`src/rtl/adder_uart_pkg.sv`:
```
`default_nettype none
// +----------------------------------------------------------------------+
// | adder_uart_pkg : FSM state encoding and ASCII codes for the result   |
// |                  UART transmitter                                    |
// | Rev 1.0                                                              |
// +----------------------------------------------------------------------+
package adder_uart_pkg;

  typedef enum logic [2:0] {
    ST_IDLE      = 3'd0,
    ST_START_BIT = 3'd1,
    ST_DATA      = 3'd2,
    ST_STOP_BIT  = 3'd3,
    ST_NEXT      = 3'd4
  } tx_state_t;

  localparam logic [7:0] C_ASCII_PLUS  = 8'h2B;
  localparam logic [7:0] C_ASCII_MINUS = 8'h2D;
  localparam logic [7:0] C_ASCII_ZERO  = 8'h30;
  localparam logic [7:0] C_ASCII_CR    = 8'h0D;
  localparam logic [7:0] C_ASCII_LF    = 8'h0A;

endpackage
`default_nettype wire

```
`src/rtl/uart_tx_byte.sv`:
```
`default_nettype none
// +----------------------------------------------------------------------+
// | uart_tx_byte : 8N1 byte serializer with load/ready handshake         |
// | Rev 1.0                                                              |
// +----------------------------------------------------------------------+
module uart_tx_byte
  import adder_uart_pkg::*;
#(
  parameter int CLKS_PER_BIT = 434
) (
  input  logic       clk,
  input  logic       rst,
  input  logic       i_load,
  input  logic [7:0] i_data,
  output logic       o_ready,
  output logic       o_txd
);

  localparam int BW = $clog2(CLKS_PER_BIT);
  localparam logic [BW-1:0] C_BAUD_LAST = BW'(CLKS_PER_BIT - 1);

  tx_state_t       r_state, w_state_nxt;
  logic [BW-1:0]   r_baud, w_baud_nxt;
  logic [2:0]      r_bit, w_bit_nxt;
  logic [7:0]      r_shift, w_shift_nxt;
  logic            r_txd, w_txd_nxt;
  logic            w_baud_end;

  assign w_baud_end = (r_baud == C_BAUD_LAST);
  // Ready during the last stop-bit cycle so bytes chain back-to-back.
  assign o_ready    = (r_state == ST_IDLE) || ((r_state == ST_STOP_BIT) && w_baud_end);
  assign o_txd      = r_txd;

  always_ff @(posedge clk or posedge rst) begin
    if (rst) begin
      r_state <= ST_IDLE;
      r_baud  <= '0;
      r_bit   <= '0;
      r_shift <= '0;
      r_txd   <= 1'b1;
    end else begin
      r_state <= w_state_nxt;
      r_baud  <= w_baud_nxt;
      r_bit   <= w_bit_nxt;
      r_shift <= w_shift_nxt;
      r_txd   <= w_txd_nxt;
    end
  end

  always_comb begin
    w_state_nxt = r_state;
    w_baud_nxt  = w_baud_end ? '0 : r_baud + 1'b1;
    w_bit_nxt   = r_bit;
    w_shift_nxt = r_shift;
    w_txd_nxt   = r_txd;
    case (r_state)
      ST_IDLE: begin
        w_baud_nxt = '0;
        w_txd_nxt  = 1'b1;
      end
      ST_START_BIT: begin
        if (w_baud_end) begin
          w_state_nxt = ST_DATA;
          w_bit_nxt   = 3'd0;
          w_txd_nxt   = r_shift[0];
          w_shift_nxt = {1'b0, r_shift[7:1]};
        end
      end
      ST_DATA: begin
        if (w_baud_end) begin
          if (r_bit == 3'd7) begin
            w_state_nxt = ST_STOP_BIT;
            w_txd_nxt   = 1'b1;
          end else begin
            w_bit_nxt   = r_bit + 3'd1;
            w_txd_nxt   = r_shift[0];
            w_shift_nxt = {1'b0, r_shift[7:1]};
          end
        end
      end
      ST_STOP_BIT: begin
        if (w_baud_end) begin
          w_state_nxt = ST_IDLE;
          w_txd_nxt   = 1'b1;
        end
      end
      default: begin
        w_state_nxt = ST_IDLE;
        w_baud_nxt  = '0;
        w_txd_nxt   = 1'b1;
      end
    endcase
    if (i_load && o_ready) begin
      w_state_nxt = ST_START_BIT;
      w_baud_nxt  = '0;
      w_shift_nxt = i_data;
      w_txd_nxt   = 1'b0;
    end
  end

endmodule
`default_nettype wire

```
`src/rtl/result_uart_tx.sv`:
```
`default_nettype none
// +----------------------------------------------------------------------+
// | result_uart_tx : sends an (N+1)-digit signed-digit result as ASCII   |
// |                  over UART; RESULT_UART_CTS_EN adds cts_n gating     |
// | Rev 1.0                                                              |
// +----------------------------------------------------------------------+
module result_uart_tx
  import adder_uart_pkg::*;
#(
  parameter int N            = 6,
  parameter int C            = 3,
  parameter int CLKS_PER_BIT = 434
) (
  input  logic             clk,
  input  logic             reset,
  input  logic             start,
  input  logic [(N+1)*C-1:0] result,
  input  logic             cts_n,
  output logic             txd,
  output logic             busy,
  output logic             done
);

  localparam int W      = (N + 1) * C;
  localparam int NBYTES = 2 * (N + 1) + 2;
  localparam int IW     = $clog2(NBYTES);
  localparam logic [IW-1:0] C_LAST_IDX = IW'(NBYTES - 1);

  tx_state_t       r_state, w_state_nxt;
  logic [IW-1:0]   r_idx, w_idx_nxt;
  logic [W-1:0]    r_frame, w_frame_nxt;
  logic [W-1:0]    w_src;
  logic [7:0]      w_byte;
  logic            w_load;
  logic            w_ready;
  logic            w_cts_ok;

`ifdef RESULT_UART_CTS_EN
  assign w_cts_ok = ~cts_n;
`else
  logic w_unused_cts;
  assign w_unused_cts = cts_n;
  assign w_cts_ok     = 1'b1;
`endif

  // Magnitude is formed at C+1 bits so the most negative digit is representable.
  function automatic logic [7:0] frame_byte(input logic [W-1:0] f, input logic [IW-1:0] idx);
    logic [C-1:0] d;
    logic [C:0]   ext;
    logic [C:0]   mag;
    int           dig;
    d   = '0;
    dig = N - int'(idx >> 1);
    for (int k = 0; k <= N; k++) begin
      if (k == dig) d = f[k*C +: C];
    end
    ext = {d[C-1], d};
    mag = d[C-1] ? (~ext + (C+1)'(1)) : ext;
    if (idx >= IW'(2 * (N + 1)))
      frame_byte = idx[0] ? C_ASCII_LF : C_ASCII_CR;
    else if (!idx[0])
      frame_byte = d[C-1] ? C_ASCII_MINUS : C_ASCII_PLUS;
    else
      frame_byte = C_ASCII_ZERO + 8'(mag);
  endfunction

  always_ff @(posedge clk or posedge reset) begin
    if (reset) begin
      r_state <= ST_IDLE;
      r_idx   <= '0;
      r_frame <= '0;
    end else begin
      r_state <= w_state_nxt;
      r_idx   <= w_idx_nxt;
      r_frame <= w_frame_nxt;
    end
  end

  always_comb begin
    w_state_nxt = r_state;
    w_idx_nxt   = r_idx;
    w_frame_nxt = r_frame;
    w_load      = 1'b0;
    // The first byte leaves in the accepting cycle, before r_frame is loaded.
    w_src       = (r_state == ST_IDLE) ? result : r_frame;
    case (r_state)
      ST_IDLE: begin
        if (start) begin
          w_frame_nxt = result;
          w_load      = w_cts_ok;
          w_state_nxt = w_cts_ok ? ST_DATA : ST_START_BIT;
        end
      end
      ST_START_BIT: begin
        if (w_cts_ok) begin
          w_load      = 1'b1;
          w_state_nxt = ST_DATA;
        end
      end
      ST_DATA: begin
        if (w_ready) begin
          if (r_idx == C_LAST_IDX) begin
            w_state_nxt = ST_NEXT;
          end else begin
            w_idx_nxt   = r_idx + 1'b1;
            w_load      = w_cts_ok;
            w_state_nxt = w_cts_ok ? ST_DATA : ST_START_BIT;
          end
        end
      end
      ST_NEXT: begin
        w_state_nxt = ST_IDLE;
        w_idx_nxt   = '0;
      end
      default: begin
        w_state_nxt = ST_IDLE;
        w_idx_nxt   = '0;
      end
    endcase
    w_byte = frame_byte(w_src, w_idx_nxt);
  end

  assign busy = (r_state != ST_IDLE);
  assign done = (r_state == ST_NEXT);

  uart_tx_byte #(
    .CLKS_PER_BIT(CLKS_PER_BIT)
  ) u_tx_byte (
    .clk    (clk),
    .rst    (reset),
    .i_load (w_load),
    .i_data (w_byte),
    .o_ready(w_ready),
    .o_txd  (txd)
  );

endmodule
`default_nettype wire

```
`config.mk`:
```
export PLATFORM = sky130hd
export DESIGN_NAME = result_uart_tx
export DESIGN_NICKNAME = d
export VERILOG_FILES = /design/src/rtl/adder_uart_pkg.sv /design/src/rtl/uart_tx_byte.sv /design/src/rtl/result_uart_tx.sv
export SDC_FILE = /design/constraint.sdc
export NUM_CORES = 1
export LEC_CHECK = 0
export ABC_CLOCK_PERIOD_IN_PS = 2900
export BUFFER_PORTS_ARGS = -buffer_cell sky130_fd_sc_hd__buf_4
export CAP_MARGIN = 20
export CELL_PAD_IN_SITES_DETAIL_PLACEMENT = 1
export CELL_PAD_IN_SITES_GLOBAL_PLACEMENT = 2
export CORE_UTILIZATION = 36
export CTS_BUF_LIST = sky130_fd_sc_hd__clkbuf_4
export CTS_CLUSTER_SIZE = 16
export DETAILED_ROUTE_END_ITERATION = 8
export GPL_ROUTABILITY_DRIVEN = 0
export PLACE_DENSITY_LB_ADDON = 0.1
export SLEW_MARGIN = 10
export SYNTH_ARGS = -nofsm -noshare
export SYNTH_HDL_FRONTEND = slang
export SYNTH_HIERARCHICAL = 1
export SYNTH_SLANG_ARGS = --single-unit
```
`constraint.sdc`:
```
create_clock -name clk -period 2.9 [get_ports clk]
set_input_delay 0.145 -clock clk [delete_from_list [all_inputs] [get_ports clk]]
set_output_delay 0.145 -clock clk [all_outputs]
set_load 0.05 [all_outputs]
```
# Yosys cells after proc, flatten, opt, wreduce, memory -nomap -nowiden

Cells that the tools add are included.

Memories kept: 0
Input bits: 25
RAM bits: 0
Bits in read-only memories: 0
Bits in latches: 0
Register bits after elaboration: 52
Word-level logic and storage cells: 106

Reductions and logical operators: 17
Div/mod/pow operators: 0
Mux-type cells: 47
Shifts and indexed selects: 0
Add/sub/neg operators: 6
Bitwise operators: 1
Equal/unequal tests: 26
Magnitude comparators: 1
$mul: 0

Operators by type and width:

| kind                                                                     | count |
|---|---|
| 3-bit 2-to-1 mux                                                         | 19 |
| 32-bit logical NOT                                                       | 1 |
| 8-bit 2-to-1 mux                                                         | 4 |
| 9-bit 2-to-1 mux                                                         | 3 |
| 21-bit 2-to-1 mux                                                        | 1 |
| 8-bit one-hot mux with 2 select lines                                    | 1 |
| 7-bit 2-to-1 mux                                                         | 2 |
| 4-bit == test (first input constant)                                     | 3 |
| 4-bit 2-to-1 mux                                                         | 3 |
| 3-bit one-hot mux with 4 select lines                                    | 1 |
| 9-bit by 1-bit adder with 9-bit output (second input constant)           | 1 |
| 3-bit by 2-bit == test with 1-bit output (second input constant)         | 3 |
| 9-bit == test (second input constant)                                    | 1 |
| 3-bit by 1-bit inequality test with 1-bit output (second input constant) | 3 |
| 3-bit one-hot mux with 3 select lines                                    | 1 |
| 4-bit by 1-bit adder with 4-bit output (second input constant)           | 2 |
| 3-bit by 4-bit == test with 1-bit output (first input constant)          | 2 |
| 1-bit 2-to-1 mux                                                         | 8 |
| 4-bit one-hot mux with 2 select lines                                    | 1 |
| 4-bit AND reduction                                                      | 2 |
| 6-bit by 4-bit adder with 7-bit output (first input constant)            | 1 |
| 3-bit by 1-bit == test with 1-bit output (second input constant)         | 2 |
| 3-bit == test (second input constant)                                    | 2 |
| 3-bit logical NOT                                                        | 2 |
| other kinds (21)                                                         | 29 |

# Logic depth before layout (Yosys ltp)

Depth after elaboration: 21
Mapped depth: 17
Depth with buffers taken out: 15

# By module

Netlist, hierarchy kept.

By module, submodules not included:

| module         | cells an instance | instances | seq. area each (um^2) | area an instance (um^2) |
|---|---|---|---|---|
| result_uart_tx | 161               | 1         | 675.6                 | 1635.3 |
| uart_tx_byte   | 118               | 1         | 576.8                 | 1228.7 |

# Least setup slack after synthesis

Ideal clock, no wire load.

Path kind: register to register
Start point: register u_tx_byte.r_baud[0]
End point: register u_tx_byte.r_shift[1]
Stages on the path, launching flop included: 15
Path slack: -144 ps
Data required time: 2823 ps
Arrival time: 2968 ps
Path through: dfrtp_1 > ha_1 > and4_1 > a31o_2 > clkbuf_1 > and2_1 > a21bo_1 > and2_4 > or3_1 > a41o_1 > o21a_1 > a21o_1 > a31oi_1 > nand3_1 > o21ai_1

Cells in the longest elaborated chain, start to end: 21
Elaborated cells on any way between the ends: 38
Classes of those cells: add/sub: 3; order compare: 1; eq/ne: 10; mux: 17; bitwise: 1; reduce/logical: 6

Ends and longest elaborated chain:

| item                                        | line                  | text |
|---|---|---|
| start, declared                             | uart_tx_byte.sv:23    | `logic [BW-1:0] r_baud, w_baud_nxt;` |
| start signal, assigned                      | uart_tx_byte.sv:43    | `r_baud <= w_baud_nxt;` |
| 9-bit == test (*)                           | uart_tx_byte.sv:29    | `assign w_baud_end = (r_baud == C_BAUD_LAST);` |
| 1-bit logical AND (*)                       | uart_tx_byte.sv:31    | `assign o_ready = (r_state == ST_IDLE) \|\| ((r_state == ST_STOP_BIT) && w_baud_end);` |
| 1-bit logical OR (*)                        | uart_tx_byte.sv:31    |  |
| named net w_ready                           | result_uart_tx.sv:35  | `logic w_ready;` |
| 4-bit 2-to-1 mux (*)                        | result_uart_tx.sv:101 | `if (w_ready) begin` |
| 4-bit one-hot mux with 2 select lines (*)   | result_uart_tx.sv:86  | `case (r_state)` |
| 3-bit by 3-bit subtractor with 4-bit output | result_uart_tx.sv:53  | `dig = N - int'(idx >> 1);` |
| 32-bit logical NOT                          | result_uart_tx.sv:55  | `if (k == dig) d = f[k*C +: C];` |
| 3-bit 2-to-1 mux (7 in series)              | result_uart_tx.sv:55  |  |
| 4-bit NOT                                   | result_uart_tx.sv:58  | `mag = d[C-1] ? (~ext + (C+1)'(1)) : ext;` |
| 4-bit by 1-bit adder with 4-bit output      | result_uart_tx.sv:58  |  |
| 4-bit 2-to-1 mux                            | result_uart_tx.sv:58  |  |
| 6-bit by 4-bit adder with 7-bit output      | result_uart_tx.sv:64  | `frame_byte = C_ASCII_ZERO + 8'(mag);` |
| 7-bit 2-to-1 mux                            | result_uart_tx.sv:61  | `else if (!idx[0])` |
| 7-bit 2-to-1 mux (*)                        | result_uart_tx.sv:59  | `if (idx >= IW'(2 * (N + 1)))` |
| named net w_byte[1]                         | result_uart_tx.sv:33  | `logic [7:0] w_byte;` |
| 8-bit 2-to-1 mux (*)                        | uart_tx_byte.sv:93    | `if (i_load && o_ready) begin` |
| end signal, assigned                        | uart_tx_byte.sv:45    | `r_shift <= w_shift_nxt;` |
| end, declared                               | uart_tx_byte.sv:25    | `logic [7:0] r_shift, w_shift_nxt;` |

Mark *: on every way through the listed nets, which the timed path passes. The rest lies on a longest branch.
A chain may end at the register's enable or synchronous reset.

# Worst setup path after layout

Start point: register u_tx_byte.r_baud[1]
End point: register u_tx_byte.r_shift[1]

Same word-level chain as after synthesis.

==> impl_metrics.yaml <==
placement:
  port_buffers: 26
  dp_slack_ns: -0.169
  dp_cells: 435
  dp_hpwl_mm: 5.35
  place_area_mm2: 0.00343
sta:
  fin_ws_ns: -0.0802
  slew_headroom: 0.379
  fin_crit_sh: 1.03
  period_minus_slack_ns: 2.98
  max_slew.worst_pin.slew_ns: 0.930
  finClkSkew_ns: 0.0162
  rsz0062_at_grt: "true"
  finalMaxSlewViolations: 0
  finalHoldViolations: 0
  fmax_ghz: 0.336
  hold_slack_ns: 0.0229
  setup_tns_ns: -0.109
  setup_viol: 2
power_and_ir_drop:
  irDropWorstVdd_mv: 0.261
  p_leak_nw: 1.75
  power_mw: 1.25
  p_per_area_mw_per_mm2: 328
synthesis:
  yosysMostFrequentCell: "dfrtp_1"
  netlist_area_mm2: 0.00286
  synth_compound_area_frac: 0.140
  synth-seq-cells: 50
  ys_types: 54
  yosysWarnings: 6
  synthXorXnorAreaFrac: 0.0245
  synth_seq_area_share: 0.437
  synthMuxAreaShare: 0.174
  synthSimpleGateAreaFrac: 0.142
  yosysTopAreaCell: "dfrtp_1"
  synth_top_area_frac: 0.428
  synth_top_cells_by_area: "dfrtp_1, mux2i_1, mux2_1"
  synth_commonest_cells: "dfrtp_1, nor2_1, mux2i_1, nand3_1, nand2_1"
  synth_area_per_cell_um2: 10.3
  synth_edf_count: 0
  async_reset_ff_frac: 1.00
  synthAdderAreaFrac: 0.0437
  synth_top_family_by_area: "multiplexers"
  synthCells: 279
  synth_ff_type: "dfrtp_1"
detailed_routing:
  drt-total-wl_mm: 7.33
  ant_nets: 0
  drtIter0Drc: 49
  dr.pass1.iters: 4
  vias: 2408
  post_drt_wl_per_cell_um: 15.6
  avgViaCountPerCell: 5.12
  drc: 0
setup_path:
  start_kind: "flip-flop"
  crit_slowest_cell: "dfrtp_1"
  end_kind: "flip-flop"
  required_ns: 3.19
  cpMostUsedCell: "a31oi_1"
  path_max_fanout: 4
  path_buf_inv: 2
  arrival_ns: 3.27
  path_cells: "inv_1, ha_2, and4_4, a31o_4, nand4_1, buf_4, o21a_4, mux2i_1, a221o_1, o311ai_1, a21o_1, a31oi_1, a31oi_1, nand3_1, o21ai_1"
  critPathTopFamily: "compound AO/OA/AOI/OAI gates"
  cp_slowest_stage_delay_ns: 0.40
  critPathKind: "reg -> reg"
clock_network:
  htree_levels: 2
  insertion_delay_ns: 0.37
  clk_pin_slew_ns: 0.14
  cts_root_buf: "clkbuf_4"
  cts_tree: "done"
  clockBufferDepth: 2
  cts_buffers: 5
  cts_num_sinks: 50
finish:
  final_cells: 470
  antennaDiodeCount: 0
  post-route-util: 0.492
  area_growth_syn_to_layout_pct: 32.8
  drive_above_1_share: 0.302
  layout.nets: 402
  fillCellCount: 869
  stdcell_area_mm2: 0.00380
outcome:
  violations: "setup timing"
  outcome: "complete, but fails checks"
grt:
  grt_max_degree: 28
  grt_pass1_vias: 2563
  grt_pass1_wl_mm: 12.5
  grt_use_total: 0.189
  antenna_found_initial: 0
  grt_overflow: 0
floorplanning:
  die_h_um: 91.2
  rows: 32
  top_level_ports: 28
  core_mm2: 0.00773
  die_w_um: 91.2
  dieArea_mm2: 0.00832
  start_util: 0.371
worst_hold_path:
  hold_path_class: "in -> reg"
flow_run:
  cap_violations: 0
-- where the power goes --
part / total [mW] / switching [mW] / internal [mW]
Combinational: 0.152 / 0.0661 / 0.0858
Sequential: 0.748 / 0.0166 / 0.731
Clock: 0.348 / 0.222 / 0.125
Total: 1.25 / 0.305 / 0.942
-- per-layer routing --
metal / part of all wire / vias up / GRT usage
met5: 0 / - / 0
met3: 0.019 / 5 / 0.0251
met1: 0.53 / 1201 / 0.276
li1: - / 1174 / -
met4: 0.0065 / 0 / 0.0357
met2: 0.44 / 28 / 0.302
-- what timing repair did --
action,in CTS,in global routing
hold buffers,19,1
gates resized for setup,6,7
hold endpoints to repair,57,1
setup buffers,2,5
pin swaps,9,6
gates cloned,0,0
setup endpoints to repair,3,3
-- state kept, by name, indices dropped and copies added, names as in the netlist --
signal             cells
r_frame               21
u_tx_byte/r_baud       9
u_tx_byte/r_shift      8
r_idx                  4
u_tx_byte/r_bit        3
r_state                2
u_tx_byte/r_state      2
u_tx_byte/o_txd        1
-- cell type report --
class / count / area (um^2) / area share
clock buffer: 8 / 60.1 / 0.0158
sequential: 50 / 1250 / 0.330
inverter: 16 / 60.1 / 0.0158
timing repair buffer: 89 / 734 / 0.193
multi-input combinational: 205 / 1570 / 0.412
tap: 102 / 128 / 0.0336
-- worst register-to-register path, stage by stage (launching register included) --
cell	delay (ns)
dfrtp_1	0.40
inv_1	0.06
ha_2	0.18
and4_4	0.23
a31o_4	0.18
nand4_1	0.19
buf_4	0.21
o21a_4	0.22
mux2i_1	0.13
a221o_1	0.30
o311ai_1	0.13
a21o_1	0.20
a31oi_1	0.10
a31oi_1	0.21
nand3_1	0.10
o21ai_1	0.08
-- final timing paths --
path | from | endpoint | slack [ns] | cells past startpoint
hold reg to reg | r_frame[9] | r_frame[9] | 0.51 | 1
hold / removal | result[13] | r_frame[13] | 0.02 | 2
setup reg to reg | u_tx_byte/r_baud[1] | u_tx_byte/r_shift[1] | -0.08 | 15
setup / recovery | u_tx_byte/r_baud[1] | u_tx_byte/r_shift[1] | -0.08 | 15
max in group asynchronous | reset | u_tx_byte/r_state[0] | 1.74 | 3
min in group asynchronous | reset | r_state[2] | 0.40 | 4
-- cell usage in the layout, fill, tap and decap left out, types with 4 or more instances in the layout --
cell | Yosys | final
inv_2 | 4 | 5
dfrtp_1 | 49 | 48
nand2_1 | 15 | 15
nand3_1 | 17 | 17
nor3_1 | 4 | 4
a21o_1 | 4 | 4
clkbuf_4 | 0 | 8
buf_4 | 0 | 67
a21oi_1 | 11 | 8
mux2i_1 | 24 | 24
o21ai_0 | 5 | 4
mux2_1 | 14 | 14
xnor2_1 | 6 | 6
dlygate4sd3_1 | 0 | 20
ha_1 | 10 | 9
inv_1 | 12 | 11
nor2_1 | 26 | 26
mux2_2 | 9 | 9
o21ai_1 | 10 | 11
-- logic make-up after synthesis --
group                    Yosys count
AO/OA/AOI/OAI                     56
XOR/XNOR                           8
adder cells (fa/ha/maj)           10
buffers and inverters             25
flip-flops                        50
multiplexers                      47
other                              1
AND/OR/NAND/NOR                   82
(Power assumes the default switching activity.)
